`src/rtl/gcd_rr_scheduler.sv`:
```
// Round-robin front end that shares one GCD engine between NREQ requesters.
// Optional abort-on-timeout path enabled by defining GCD_SCHED_TIMEOUT_EN.
module gcd_rr_scheduler #(
  parameter int NREQ    = 4,
  parameter int WIDTH   = 8,
  parameter int TIMEOUT = 1023
) (
  input  logic                        clk,
  input  logic                        rst,
  input  logic [NREQ-1:0]             req_valid,
  input  logic [NREQ*WIDTH-1:0]       req_a,
  input  logic [NREQ*WIDTH-1:0]       req_b,
  output logic [NREQ-1:0]             req_ready,
  output logic                        gcd_start,
  output logic [WIDTH-1:0]            gcd_a,
  output logic [WIDTH-1:0]            gcd_b,
  input  logic                        gcd_done,
  input  logic [WIDTH-1:0]            gcd_result,
  output logic                        resp_valid,
  output logic [$clog2(NREQ)-1:0]     resp_id,
  output logic [WIDTH-1:0]            resp_result,
  input  logic                        resp_ready,
  output logic                        busy
`ifdef GCD_SCHED_TIMEOUT_EN
  ,
  output logic                        resp_err
`endif
);

  localparam int IDW = $clog2(NREQ);

  if (NREQ < 2 || NREQ > 16 || TIMEOUT < 1) begin : g_bad_cfg
    $error("gcd_rr_scheduler: unsupported NREQ/TIMEOUT");
  end

  // Handshakes: a transfer happens in any cycle where valid and ready are both
  // high at the rising edge; req_ready is only raised in IDLE, resp_valid only in RESP.
  typedef enum logic [2:0] {S_IDLE, S_ZBYP, S_ISSUE, S_WAIT, S_RESP} state_t;

  state_t           r_state, w_next;
  logic [IDW-1:0]   r_ptr, r_id, w_gnt, w_ptr_nxt;
  logic [WIDTH-1:0] r_a, r_b, r_result, w_sel_a, w_sel_b;
  logic             w_found, w_grant, w_zero, w_tmo;

  always_comb begin : arb
    logic [IDW:0] v_sum;
    w_found = 1'b0;
    w_gnt   = '0;
    v_sum   = '0;
    for (int k = 0; k < NREQ; k++) begin
      v_sum = {1'b0, r_ptr} + (IDW+1)'(k);
      if (v_sum >= (IDW+1)'(NREQ)) v_sum = v_sum - (IDW+1)'(NREQ);
      if (!w_found && req_valid[v_sum[IDW-1:0]]) begin
        w_found = 1'b1;
        w_gnt   = v_sum[IDW-1:0];
      end
    end
  end

  assign w_sel_a   = req_a[int'(w_gnt)*WIDTH +: WIDTH];
  assign w_sel_b   = req_b[int'(w_gnt)*WIDTH +: WIDTH];
  assign w_zero    = (w_sel_a == '0) || (w_sel_b == '0);
  assign w_grant   = (r_state == S_IDLE) && w_found;
  assign w_ptr_nxt = (w_gnt == IDW'(NREQ-1)) ? '0 : w_gnt + 1'b1;
  // Gated by rst so nothing is acknowledged while reset is held.
  assign req_ready = (w_grant && !rst) ? ({{(NREQ-1){1'b0}}, 1'b1} << w_gnt) : '0;

  always_comb begin
    w_next = r_state;
    case (r_state)
      S_IDLE:  if (w_found) w_next = w_zero ? S_ZBYP : S_ISSUE;
      S_ZBYP:  w_next = S_RESP;
      S_ISSUE: w_next = S_WAIT;
      S_WAIT:  if (gcd_done || w_tmo) w_next = S_RESP;
      S_RESP:  if (resp_ready) w_next = S_IDLE;
      default: w_next = S_IDLE;
    endcase
  end

  always_ff @(posedge clk or posedge rst) begin
    if (rst) begin
      r_state  <= S_IDLE;
      r_ptr    <= '0;
      r_id     <= '0;
      r_a      <= '0;
      r_b      <= '0;
      r_result <= '0;
    end else begin
      r_state <= w_next;
      if (w_grant) begin
        r_a   <= w_sel_a;
        r_b   <= w_sel_b;
        r_id  <= w_gnt;
        r_ptr <= w_ptr_nxt;
      end
      // A zero operand short-circuits: gcd(0,x)=x and gcd(0,0)=0.
      if (r_state == S_ZBYP) r_result <= r_a | r_b;
      if (r_state == S_WAIT) begin
        if (gcd_done)   r_result <= gcd_result;
        else if (w_tmo) r_result <= '0;
      end
    end
  end

`ifdef GCD_SCHED_TIMEOUT_EN
  localparam int CW = $clog2(TIMEOUT+1);
  logic [CW-1:0] r_cnt;
  logic          r_err;

  // Abort in the WAIT cycle that brings the count up to TIMEOUT.
  assign w_tmo    = (r_state == S_WAIT) && (r_cnt == CW'(TIMEOUT-1));
  assign resp_err = r_err;

  always_ff @(posedge clk or posedge rst) begin
    if (rst) begin
      r_cnt <= '0;
      r_err <= 1'b0;
    end else begin
      if (r_state == S_ISSUE)     r_cnt <= '0;
      else if (r_state == S_WAIT) r_cnt <= r_cnt + 1'b1;
      if (r_state == S_ZBYP || (r_state == S_WAIT && gcd_done)) r_err <= 1'b0;
      else if (w_tmo)                                          r_err <= 1'b1;
    end
  end
`else
  assign w_tmo = 1'b0;
`endif

  assign gcd_start   = (r_state == S_ISSUE);
  assign gcd_a       = r_a;
  assign gcd_b       = r_b;
  assign resp_valid  = (r_state == S_RESP);
  assign resp_id     = r_id;
  assign resp_result = r_result;
  assign busy        = (r_state != S_IDLE);

endmodule

```
`config.mk`:
```
export PLATFORM = sky130hd
export DESIGN_NAME = gcd_rr_scheduler
export DESIGN_NICKNAME = d
export VERILOG_FILES = /design/src/rtl/gcd_rr_scheduler.sv
export SDC_FILE = /design/constraint.sdc
export NUM_CORES = 1
export LEC_CHECK = 0
export CORE_MARGIN = 5
export CORE_UTILIZATION = 39
export CTS_CLUSTER_DIAMETER = 100
export CTS_CLUSTER_SIZE = 14
export DETAILED_ROUTE_END_ITERATION = 7
export GPL_TIMING_DRIVEN = 0
export HOLD_SLACK_MARGIN = 0.12
export PLACE_DENSITY = 0.81
export SLEW_MARGIN = 15
export SYNTH_ARGS = -nofsm -noshare
export SYNTH_HDL_FRONTEND = slang
export SYNTH_SLANG_ARGS = --single-unit
```
`constraint.sdc`:
```
create_clock -name clk -period 2.9 [get_ports clk]
set_input_delay 0.725 -clock clk [delete_from_list [all_inputs] [get_ports clk]]
set_output_delay 0.725 -clock clk [all_outputs]
set_load 0.005 [all_outputs]
```
==> summary.txt <==
Die
  – Initial Utilization: 40.3%
  – Rows: 26
  – Die Width: 82.6 um
  – I/O Pins: 113
  – Die height: 82.6 um
  – Die Footprint: 6830 um2
  – Core area: 5110 um2

Cells and area
  – Commonest non-fill, non-tap cell in the layout: clkdlybuf4s50_1
  – Multi-input gate area: 1160 um2
  – Layout area overhead: 65.5%
  – # fillers: 452
  – Final nets: 424
  – FF/Latch Area: 776 um2
  – Diode count: 0
  – Design area: 3410 um2
  – Final Core Density: 66.7%
  – Layout cells sized above 1: 16.1%
  – Most used cells in the layout excluding fill and tap cells: clkdlybuf4s50_1, mux2i_1, dfrtp_1

Clock tree
  – Inserted Clock Buffers: 5
  – Clk sinks: 31
  – Hold_buf cts: 0
  – Clock root buffer master: clkbuf_8
  – TritonCTS clock tree: built
  – Clock buffer depth: 2
  – Clock slew at reported path FFs: 0.06 ns
  – Clock Latency Late Sink: 0.28 ns
  – H-tree depth: 2

Placement
  – Global placer's final weighted congestion: 0.757
  – Setup WS pre-CTS: -0.785 ns
  – IO Port Bufs: 112
  – Post-DP HPWL: 4.92 mm
  – Post-Place Cell Area: 3270 um2

Routing
  – Router iterations before antenna repair: 4
  – Antenna Nets Post-Route: 0
  – WL per Instance: 14.9 um
  – Total Wirelength: 6.13 mm
  – DRT iter0 DRCs: 72
  – Residual DRC: 0
  – DR vias: 1990
  – Drt via density: 4.84

Timing
  – Slew Limit Fails: 0
  – Final setup violation count: 0
  – Worst setup margin: 0.0688 ns
  – Clock skew: 0.00593 ns
  – Hold Violations, Final: 0
  – Setup TNS: 0 ns
  – Unrepaired setup endpoints after global routing: false
  – Final period util: 97.6%
  – Fmax: 353 MHz
  – Min Clock Period, post-route: 2.83 ns
  – Relative slew slack: 56.4%
  – Worst-Margin Slew: 0.654 ns
  – Hold_ws: 0.508 ns

Yosys
  – Sequential fraction of the synthesis area: 37.7%
  – Cell count after synthesis: 213
  – EDFF count, synth: 0
  – Synthesized flop and latch total: 31
  – Mapped Area: 2060 um2
  – Largest family of logic cells by synthesized area: multiplexers
  – Yosys warns: 0
  – Post-Synth Simple-Gate Area: 16.5%
  – Distinct cells, synth: 32
  – Adder-cell share of the synthesized area: 2.43%
  – Synth Area in XOR/XNOR: 0%
  – Syn nets: 297
  – Main synth FF type: dfrtp_1
  – Asr flop ratio synth: 100%
  – Post-synthesis compound-gate area fraction: 11.4%
  – Avg Cell Area, Syn: 9.66 um2
  – Mux cell area share after synthesis: 25.0%

Setup path
  – Crit path max-delay cell type: nor2b_4
  – CP arrival: 2.11 ns
  – CP endpoint kind: output port
  – R2r worst-path depth: 11
  – Largest stage delay on the critical path: 0.21 ns
  – Critical Path RT: 2.17 ns
  – R2r endpoint: r_state[1]
  – RR Startpoint: r_ptr[0]
  – Worst-path maximum fanout: 4
  – Crit start category: input port
  – Reg2Reg Setup Slack: 0.39 ns
  – Crit-path cells: buf_2 -> nor2b_2 -> a21o_1 -> a21oi_2 -> nor2b_4 -> buf_6 -> ha_1 -> and2_1 -> clkdlybuf4s15_2
  – WS Path Type: input port to output port

Worst hold path
  – Worst Min Path Start: resp_id[0]
  – Hold path endpoint: resp_id[0]
  – HP Class: register to register
  – Hold depth: 2

Global route
  – Global-route wire length before repair: 9.40 mm
  – Largest net degree at the start of global routing: 32
  – All-Layer GR Usage: 18.4%
  – Vias in the first global route: 2006
  – Initial antenna violation count: 0
  – Grt ovf: 0

Outcome
  – Outcome: finished clean

Run
  – Max cap viols: 0

Power
  – Pwr dens: 875 nW/um2
  – VDD IR-drop max: 0.000361 V
  – LEAKAGE: 1.48 nW
## sequential cells by signal, summed over array words and instances (netlist names)
name / count
gcd_a: 8
resp_id: 2
r_state: 3
resp_result: 8
r_ptr: 2
gcd_b: 8
## Yosys cell counts (2+ instances only)
master    count  area, um2
mux2_2       16        180
clkbuf_1      6       22.5
nand2b_1      5       31.3
nand2_1      30        113
nor2_1       16       60.1
dfrtp_1      31        776
buf_6         2       22.5
a21oi_1       2       10.0
mux2i_1      32        320
ha_1          4       50.1
o21ai_0      20        100
nor3_1        9       45.0
and2_1        4       25.0
buf_12        3       60.1
o31ai_1       8       60.1
inv_1         6       22.5
nand4_1       4       25.0
## logic make-up (layout without fill, tap and decap cells)
kind of cell / count (synthesis) / after routing
AND/OR/NAND/NOR: 73 / 73
multiplexers: 49 / 49
AO/OA/AOI/OAI: 38 / 38
flip-flops: 31 / 31
buffers and inverters: 18 / 146
adder cells (fa/ha/maj): 4 / 4
## routing by layer
metal,routed length (um),track usage (%),up-vias
met4,84,5.07,0
met2,3030,32.5,71
met3,520,5.97,6
met1,2490,21.2,911
met5,0,0,-
li1,-,-,1002
## per-stage QoR
step	total power, mW	std cells
2_1_floorplan	1.80	213
3_3_place_gp	2.53	395
3_5_place_dp	2.57	395
4_1_cts	2.97	405
5_1_grt	3.21	411
6_report	2.98	411
## power breakdown
| group | leakage [nW] | internal (mW) | total [mW] | switching, mW |
|---|---|---|---|---|
| registers | 0.373 | 0.655 | 0.833 | 0.177 |
| clock network | 0.0515 | 0.216 | 0.369 | 0.152 |
| logic | 1.06 | 1.02 | 1.78 | 0.760 |
| total | 1.48 | 1.89 | 2.98 | 1.09 |
## how the worst max path moves through the flow
stage,to,cells past startpoint,start
final,req_ready[3],9,req_valid[2]
after CTS,req_ready[3],10,req_valid[3]
after global routing,req_ready[3],8,req_valid[1]
after floorplan,req_ready[0],9,req_valid[2]
after global placement,req_ready[0],11,req_valid[2]
after detailed placement,req_ready[2],11,req_valid[2]
## critical path, delay by kind of cell
kind            cells  cell delay (ns)
buf+inv             3             0.45
simple gates        3             0.48
fa+ha+maj           1             0.12
compound gates      2             0.32
## layout make-up
class                      instances  share of cell area (%)
multi-input combinational        164                    34.0
sequential                        31                    22.8
tap                               70                    2.57
buffer                             8                    2.06
inverter                           6                   0.661
timing repair buffer             124                    35.0
clock buffer                       8                    2.94
## repair_timing
action	CTS	global route
resized for setup	32	3
setup endpoints to repair	4	4
pin swaps	2	1
buffers inserted	5	7
Note: power is estimated with default switching activity, not from simulation.
